### config.mk
export PLATFORM = sky130hd
export DESIGN_NAME = pipeline_hazard_ctrl_flat
export DESIGN_NICKNAME = d
export VERILOG_FILES = /design/src/rtl/pipeline_hazard_ctrl_if.sv /design/src/rtl/pipeline_hazard_ctrl.sv /design/src/flat_wrapper.sv
export SDC_FILE = /design/constraint.sdc
export NUM_CORES = 1
export LEC_CHECK = 0
export BUFFER_PORTS_ARGS = -buffer_cell sky130_fd_sc_hd__buf_2
export CORE_UTILIZATION = 40
export CTS_BUF_LIST = sky130_fd_sc_hd__clkbuf_16
export DETAILED_ROUTE_END_ITERATION = 10
export GPL_ROUTABILITY_DRIVEN = 0
export PLACE_DENSITY_LB_ADDON = 0.1
export SKIP_CTS_REPAIR_TIMING = 1
export SLEW_MARGIN = 20
export SYNTH_ARGS = -nofsm -noshare
export SYNTH_HDL_FRONTEND = slang
export SYNTH_SLANG_ARGS = --single-unit
### constraint.sdc
create_clock -name i_clock -period 4.7 [get_ports i_clock]
set_clock_uncertainty 0.05 [all_clocks]
set_input_delay 0.235 -clock i_clock [delete_from_list [all_inputs] [get_ports i_clock]]
set_output_delay 0.235 -clock i_clock [all_outputs]
set_load 0.02 [all_outputs]
### src/rtl/pipeline_hazard_ctrl_if.sv
// pipeline_hazard_ctrl_if
//   Bundles the hazard/redirect requests coming from the pipeline and the
//   PC-select / stall / flush controls going back to it.
//   Signal names are from the controller's point of view (i_ in, o_ out).
// Modports
//   master : pipeline side, drives the i_* requests and observes the o_* controls
//   slave  : controller side (pipeline_hazard_ctrl)
// Signals
//   i_halt, i_irq                : level requests
//   i_load_use_hazard            : decode reads rd of a load now in exec
//   i_jal_decode                 : valid JAL in decode
//   i_br_taken_exec, i_jalr_exec : exec-stage redirects
//   o_pc_sel[2:0]                : 0=pc+4 1=jal 2=branch 3=jalr 4=irq vector
//   o_stall_fetch, o_stall_decode, o_flush_decode, o_flush_exec
//   o_irq_ack                    : registered 1-cycle pulse on interrupt entry
//   o_halted                     : registered halted status
interface pipeline_hazard_ctrl_if;
  logic       i_halt;
  logic       i_irq;
  logic       i_load_use_hazard;
  logic       i_jal_decode;
  logic       i_br_taken_exec;
  logic       i_jalr_exec;
  logic [2:0] o_pc_sel;
  logic       o_stall_fetch;
  logic       o_stall_decode;
  logic       o_flush_decode;
  logic       o_flush_exec;
  logic       o_irq_ack;
  logic       o_halted;

  modport master (
    output i_halt, i_irq, i_load_use_hazard, i_jal_decode, i_br_taken_exec, i_jalr_exec,
    input  o_pc_sel, o_stall_fetch, o_stall_decode, o_flush_decode, o_flush_exec,
           o_irq_ack, o_halted
  );

  modport slave (
    input  i_halt, i_irq, i_load_use_hazard, i_jal_decode, i_br_taken_exec, i_jalr_exec,
    output o_pc_sel, o_stall_fetch, o_stall_decode, o_flush_decode, o_flush_exec,
           o_irq_ack, o_halted
  );
endinterface

### src/rtl/pipeline_hazard_ctrl.sv
// pipeline_hazard_ctrl
//   Central sequencer for the fetch/decode/exec pipeline: selects the next-PC
//   source and drives per-stage stall/flush for redirects, load-use bubbles,
//   halt and interrupt entry.
// Ports
//   i_clock : rising-edge clock
//   i_reset : asynchronous, active-high reset
//   bus     : pipeline_hazard_ctrl_if.slave (requests in, controls out)
// Parameters
//   LOAD_USE_STALL : bubble cycles per load-use hazard (1..7)
//   DRAIN_CYCLES   : cycles spent in IRQ_DRAIN before entry (1..15)
//
// state       | meaning
// ------------+-------------------------------------------------------------
// S_RUN       | normal issue; redirects, load-use stall start, jal, halt/irq
// S_LU_STALL  | remaining load-use bubble cycles after the first one
// S_HALTED    | front end frozen until halt drops
// S_IRQ_DRAIN | fetch held while exec work drains, DRAIN_CYCLES cycles
// S_IRQ_ENTER | one cycle redirect to the interrupt vector
module pipeline_hazard_ctrl #(
  parameter int unsigned LOAD_USE_STALL = 1,
  parameter int unsigned DRAIN_CYCLES   = 2
) (
  input  logic                   i_clock,
  input  logic                   i_reset,
  pipeline_hazard_ctrl_if.slave  bus
);

  typedef enum logic [2:0] {
    S_RUN, S_LU_STALL, S_HALTED, S_IRQ_DRAIN, S_IRQ_ENTER
  } state_t;

  localparam logic [3:0] LU_LOAD    = 4'(LOAD_USE_STALL - 1);
  localparam logic [3:0] DRAIN_LOAD = 4'(DRAIN_CYCLES - 1);

  state_t     r_state, w_state_nxt;
  logic [3:0] r_cnt, w_cnt_nxt;
  logic       r_irq_armed;
  logic       r_irq_ack;
  logic       r_halted;

  logic       w_redirect;
  logic [2:0] w_redir_sel;
  logic [2:0] w_pc_sel;
  logic       w_stall_fetch, w_stall_decode, w_flush_decode, w_flush_exec;

  // jalr outranks a same-cycle taken branch
  assign w_redirect  = bus.i_jalr_exec | bus.i_br_taken_exec;
  assign w_redir_sel = bus.i_jalr_exec ? 3'd3 : 3'd2;

  always_ff @(posedge i_clock or posedge i_reset) begin
    if (i_reset) begin
      r_state     <= S_RUN;
      r_cnt       <= 4'd0;
      r_irq_armed <= 1'b1;
      r_irq_ack   <= 1'b0;
      r_halted    <= 1'b0;
    end else begin
      r_state   <= w_state_nxt;
      r_cnt     <= w_cnt_nxt;
      r_irq_ack <= (r_state == S_IRQ_ENTER);
      r_halted  <= (r_state == S_HALTED);
      // a held-high irq is taken once; re-arm only after it is seen low
      if (r_state == S_IRQ_ENTER)
        r_irq_armed <= 1'b0;
      else if (!bus.i_irq)
        r_irq_armed <= 1'b1;
    end
  end

  always_comb begin
    w_state_nxt    = r_state;
    w_cnt_nxt      = r_cnt;
    w_pc_sel       = 3'd0;
    w_stall_fetch  = 1'b0;
    w_stall_decode = 1'b0;
    w_flush_decode = 1'b0;
    w_flush_exec   = 1'b0;
    case (r_state)
      S_RUN: begin
        if (w_redirect) begin
          // redirect also cancels a same-cycle load-use stall
          w_pc_sel       = w_redir_sel;
          w_flush_decode = 1'b1;
          w_flush_exec   = 1'b1;
        end else if (bus.i_load_use_hazard) begin
          w_stall_fetch  = 1'b1;
          w_stall_decode = 1'b1;
          w_flush_exec   = 1'b1;
          w_cnt_nxt      = LU_LOAD;
          if (LOAD_USE_STALL > 1) w_state_nxt = S_LU_STALL;
        end else if (bus.i_jal_decode) begin
          w_pc_sel       = 3'd1;
          w_flush_decode = 1'b1;
        end
        // an exec redirect defers halt/irq by one cycle; halt beats irq
        if (!w_redirect) begin
          if (bus.i_halt) begin
            w_state_nxt = S_HALTED;
          end else if (bus.i_irq && r_irq_armed) begin
            w_state_nxt = S_IRQ_DRAIN;
            w_cnt_nxt   = DRAIN_LOAD;
          end
        end
      end
      S_LU_STALL: begin
        if (w_redirect) begin
          w_pc_sel       = w_redir_sel;
          w_flush_decode = 1'b1;
          w_flush_exec   = 1'b1;
          w_cnt_nxt      = 4'd0;
          w_state_nxt    = S_RUN;
        end else begin
          w_stall_fetch  = 1'b1;
          w_stall_decode = 1'b1;
          w_flush_exec   = 1'b1;
          // the RUN cycle was the first bubble, so leave when this one empties the count
          if (r_cnt <= 4'd1) begin
            w_cnt_nxt   = 4'd0;
            w_state_nxt = S_RUN;
          end else begin
            w_cnt_nxt = r_cnt - 4'd1;
          end
        end
      end
      S_HALTED: begin
        w_stall_fetch  = 1'b1;
        w_stall_decode = 1'b1;
        w_flush_exec   = 1'b1;
        if (!bus.i_halt) w_state_nxt = S_RUN;
      end
      S_IRQ_DRAIN: begin
        // exec redirects are ignored here; the handler restarts that instruction
        w_stall_fetch  = 1'b1;
        w_flush_decode = 1'b1;
        if (r_cnt == 4'd0) w_state_nxt = S_IRQ_ENTER;
        else               w_cnt_nxt   = r_cnt - 4'd1;
      end
      S_IRQ_ENTER: begin
        w_pc_sel       = 3'd4;
        w_flush_decode = 1'b1;
        w_flush_exec   = 1'b1;
        w_state_nxt    = S_RUN;
      end
      default: begin
        w_state_nxt = S_RUN;
        w_cnt_nxt   = 4'd0;
      end
    endcase
  end

  // hold the pipeline controls inactive while reset is asserted
  assign bus.o_pc_sel       = i_reset ? 3'd0 : w_pc_sel;
  assign bus.o_stall_fetch  = ~i_reset & w_stall_fetch;
  assign bus.o_stall_decode = ~i_reset & w_stall_decode;
  assign bus.o_flush_decode = ~i_reset & w_flush_decode;
  assign bus.o_flush_exec   = ~i_reset & w_flush_exec;
  assign bus.o_irq_ack      = r_irq_ack;
  assign bus.o_halted       = r_halted;

endmodule

### src/flat_wrapper.sv
// flat-port wrapper written by rule: the top's interface ports become plain ports
module pipeline_hazard_ctrl_flat 
#(
  parameter int unsigned LOAD_USE_STALL = 1,
  parameter int unsigned DRAIN_CYCLES   = 2
)
  (i_clock, i_reset, bus_i_halt, bus_i_irq, bus_i_load_use_hazard, bus_i_jal_decode, bus_i_br_taken_exec, bus_i_jalr_exec, bus_o_pc_sel, bus_o_stall_fetch, bus_o_stall_decode, bus_o_flush_decode, bus_o_flush_exec, bus_o_irq_ack, bus_o_halted);
  pipeline_hazard_ctrl_if bus_i ();
  input  logic i_clock;
  input  logic i_reset;
  input wire logic [$bits(bus_i.i_halt)-1:0] bus_i_halt;
  input wire logic [$bits(bus_i.i_irq)-1:0] bus_i_irq;
  input wire logic [$bits(bus_i.i_load_use_hazard)-1:0] bus_i_load_use_hazard;
  input wire logic [$bits(bus_i.i_jal_decode)-1:0] bus_i_jal_decode;
  input wire logic [$bits(bus_i.i_br_taken_exec)-1:0] bus_i_br_taken_exec;
  input wire logic [$bits(bus_i.i_jalr_exec)-1:0] bus_i_jalr_exec;
  output wire logic [$bits(bus_i.o_pc_sel)-1:0] bus_o_pc_sel;
  output wire logic [$bits(bus_i.o_stall_fetch)-1:0] bus_o_stall_fetch;
  output wire logic [$bits(bus_i.o_stall_decode)-1:0] bus_o_stall_decode;
  output wire logic [$bits(bus_i.o_flush_decode)-1:0] bus_o_flush_decode;
  output wire logic [$bits(bus_i.o_flush_exec)-1:0] bus_o_flush_exec;
  output wire logic [$bits(bus_i.o_irq_ack)-1:0] bus_o_irq_ack;
  output wire logic [$bits(bus_i.o_halted)-1:0] bus_o_halted;
  assign bus_i.i_halt = bus_i_halt;
  assign bus_i.i_irq = bus_i_irq;
  assign bus_i.i_load_use_hazard = bus_i_load_use_hazard;
  assign bus_i.i_jal_decode = bus_i_jal_decode;
  assign bus_i.i_br_taken_exec = bus_i_br_taken_exec;
  assign bus_i.i_jalr_exec = bus_i_jalr_exec;
  assign bus_o_pc_sel = bus_i.o_pc_sel;
  assign bus_o_stall_fetch = bus_i.o_stall_fetch;
  assign bus_o_stall_decode = bus_i.o_stall_decode;
  assign bus_o_flush_decode = bus_i.o_flush_decode;
  assign bus_o_flush_exec = bus_i.o_flush_exec;
  assign bus_o_irq_ack = bus_i.o_irq_ack;
  assign bus_o_halted = bus_i.o_halted;
  pipeline_hazard_ctrl #(.LOAD_USE_STALL(LOAD_USE_STALL), .DRAIN_CYCLES(DRAIN_CYCLES)) u_core (.i_clock(i_clock), .i_reset(i_reset), .bus(bus_i));
endmodule
==> qor.txt <==
Top cells by count, synth -> dfrtp_1 (9), nor2_1 (9), inv_1 (7)
HP Class -> input pin to async pin
Worst ir drop on vdd -> 0.229 mV
Synth top area share -> 31.5%
RSZ-0062 raised after global routing -> false
Largest net degree at the start of global routing -> 15
Yosys Warn Count -> 0
Maxcap violations -> 0
Final worst-path cycle share -> 44.1%
WS Path Type -> register to primary output
Pwr Density -> 430 nW/um^2
Setup crit end -> bus_o_stall_decode
First-pass GRT wire length -> 2350 um
RR Endpoint -> u_core.r_cnt[2]
Routed Wire Length -> 1440 um
Port buffer count -> 16
DP Worst Slack -> 2840 ps
Setup ws final -> 2630 ps
DR pass1 iterations -> 3
Drt wl/cell -> 12.1 um
Reg-to-reg slack, setup -> 2830 ps
Status -> finished, violations left
Row Count -> 14
Synth Instances -> 78
Top-Level Pins -> 17
CTS tree -> done
Via Count -> 602
Die ar. -> 1960 sq um
Latest clock arrival within the worst-skew pair -> 240 ps
Core area -> 1590 sq um
Violated checks -> hold timing
Htree depth -> 1
Worst path cell trace -> inv_1 > a211oi_1 > a21boi_0 > buf_2
Post-route ant nets -> 0
Final Hold Fails -> 9
Register bit count reported by yosys -> 10
Main synth FF type -> dfrtp_1
Rel. slew slack -> 67.4%
Slowest cell delay on critical path -> 640 ps
Initial antenna violation count -> 0
GRT Residual Overflow -> 0
CP max FO -> 14
Die H -> 44.3 um
Starting Density -> 44.9%
Asr flop ratio synth -> 100%
Clk sink count -> 10
Post-synthesis average cell area -> 9.18 sq um
Layout area overhead -> 23.3%
Crit path max-delay cell type -> dfrtp_1
Vias/cell -> 5.06
Clock root buffer -> clkbuf_16
Syn_nets -> 89
Cell total after placement -> 115
Layout Nets -> 107
Setup TNS -> 0 ps
Gr usage total -> 16.7%
Share of cells above drive strength 1 -> 28.4%
Syn Std Cell Area -> 716 sq um
LEAKAGE -> 0.423 nW
Reg2reg start -> u_core.r_cnt[0]
Clk slew on worst S/H paths -> 40 ps
Post-synth top area cell -> dfrtp_1
CP endpoint kind -> primary output
Worst Setup SP -> u_core.r_state[1]
Min Clock Period, post-route -> 2070 ps
DRC Markers -> 0
Inserted Diodes -> 0
Most area-consuming cells after synthesis -> dfrtp_1 (31%), ha_1 (5.2%), nor2_1 (4.7%)
Reg2Reg Depth -> 7
Worst Tran Pin Value -> 489 ps
Clock buffer depth -> 2
Signal arrival time at the worst endpoint -> 1790 ps
Vias in the first global route -> 536
Final setup fails -> 0
Startpoint Class -> register
Die X -> 44.3 um
Max-slew violations -> 0
Yosys cell types -> 34
Post-synthesis sequential area ratio -> 35.1%
Non-filler instance count after layout -> 119
FMAX -> 483 MHz
Worst hold slack -> -21.2 ps
EDFF count, synth -> 0
1st-iter DRT viols -> 10
Critical path data required time -> 4410 ps
Hpwl dp -> 1060 um
Inserted Clock Buffers -> 3
[logic make-up (layout without fill, tap and decap cells)]
family                     count (synthesis)  in the layout  share of synthesized area [%]
buffers and inverters                     10             27                           6.82
DFF                                       10             10                           35.1
adders and majority gates                  3              3                           5.25
and+or+nand+nor                           29             29                           23.8
AOI/OAI and AO/OA                         26             26                           29.0
[cells in the final DEF (no fill, tap or decap), types with 3 or more instances in the layout]
| cell type | instances |
|---|---|
| buf_2 | 16 |
| nor2_1 | 9 |
| dfrtp_1 | 9 |
| inv_1 | 7 |
| a21oi_1 | 6 |
| nand2_1 | 5 |
| o21ai_0 | 4 |
| ha_1 | 3 |
| clkbuf_16 | 3 |
[state kept, by name (all words and copies together) (netlist names)]
signal                count
u_core.bus.o_halted       1
u_core.bus.o_irq_ack      1
u_core.r_cnt              4
u_core.r_irq_armed        1
u_core.r_state            3
[how the worst min path moves through the flow]
| stage | from | endpoint | slack, ps | depth (start not counted) |
|---|---|---|---|---|
| floorplan | i_reset | u_core.bus.o_halted | 40 | 1 |
| global placement | i_reset | u_core.r_state[1] | 240 | 2 |
| global route | i_reset | u_core.r_state[1] | 20 | 2 |
| detailed placement | i_reset | u_core.r_state[1] | 240 | 2 |
| finish | i_reset | u_core.bus.o_irq_ack | -20 | 2 |
| CTS | i_reset | u_core.bus.o_irq_ack | -4 | 2 |
[metal layers]
layer | part of all wire [%] | vias up | global-route usage, %
met4 | 1.1 | 0 | 3.64
met2 | 42 | 12 | 25.3
met5 | 0 | - | 0
met1 | 52 | 274 | 22.1
met3 | 4.4 | 3 | 7.35
li1 | - | 313 | -
[where the power goes]
part | internal, mW | total [mW] | switching, mW
Sequential | 0.0999 | 0.119 | 0.0191
Combinational | 0.0503 | 0.108 | 0.0576
Clock | 0.112 | 0.153 | 0.0409
Total | 0.262 | 0.379 | 0.118
[stage by stage]
| stage | power, mW | cell area, sq um | utilization (%) | hold slack [ps] |
|---|---|---|---|---|
| 5_1_grt | 0.403 | 882 | 55.3 | 21.8 |
| 3_5_place_dp | 0.227 | 803 | 50.4 | 244 |
| 2_1_floorplan | 0.202 | 716 | - | 37.5 |
| 6_report | 0.379 | 882 | 55.3 | -21.2 |
| 3_3_place_gp | 0.227 | 803 | 50.4 | 237 |
| 4_1_cts | 0.381 | 882 | 55.3 | -4.30 |
[worst max-delay path: cells and delay by family (launching register included)]
family	cells	cell delay, ps
buffers and inverters	2	420
AOI/OAI and AO/OA	2	480
DFF	1	640
[layout make-up]
class / instances / area, sq um
tap: 24 / 30.0
fill: 145 / 712
clock buffer: 3 / 75.1
inverter: 7 / 26.3
multi-input combinational: 58 / 415
sequential: 10 / 251
clock inverter: 1 / 3.75
timing repair buffer: 16 / 80.1
(Power assumes the default switching activity.)
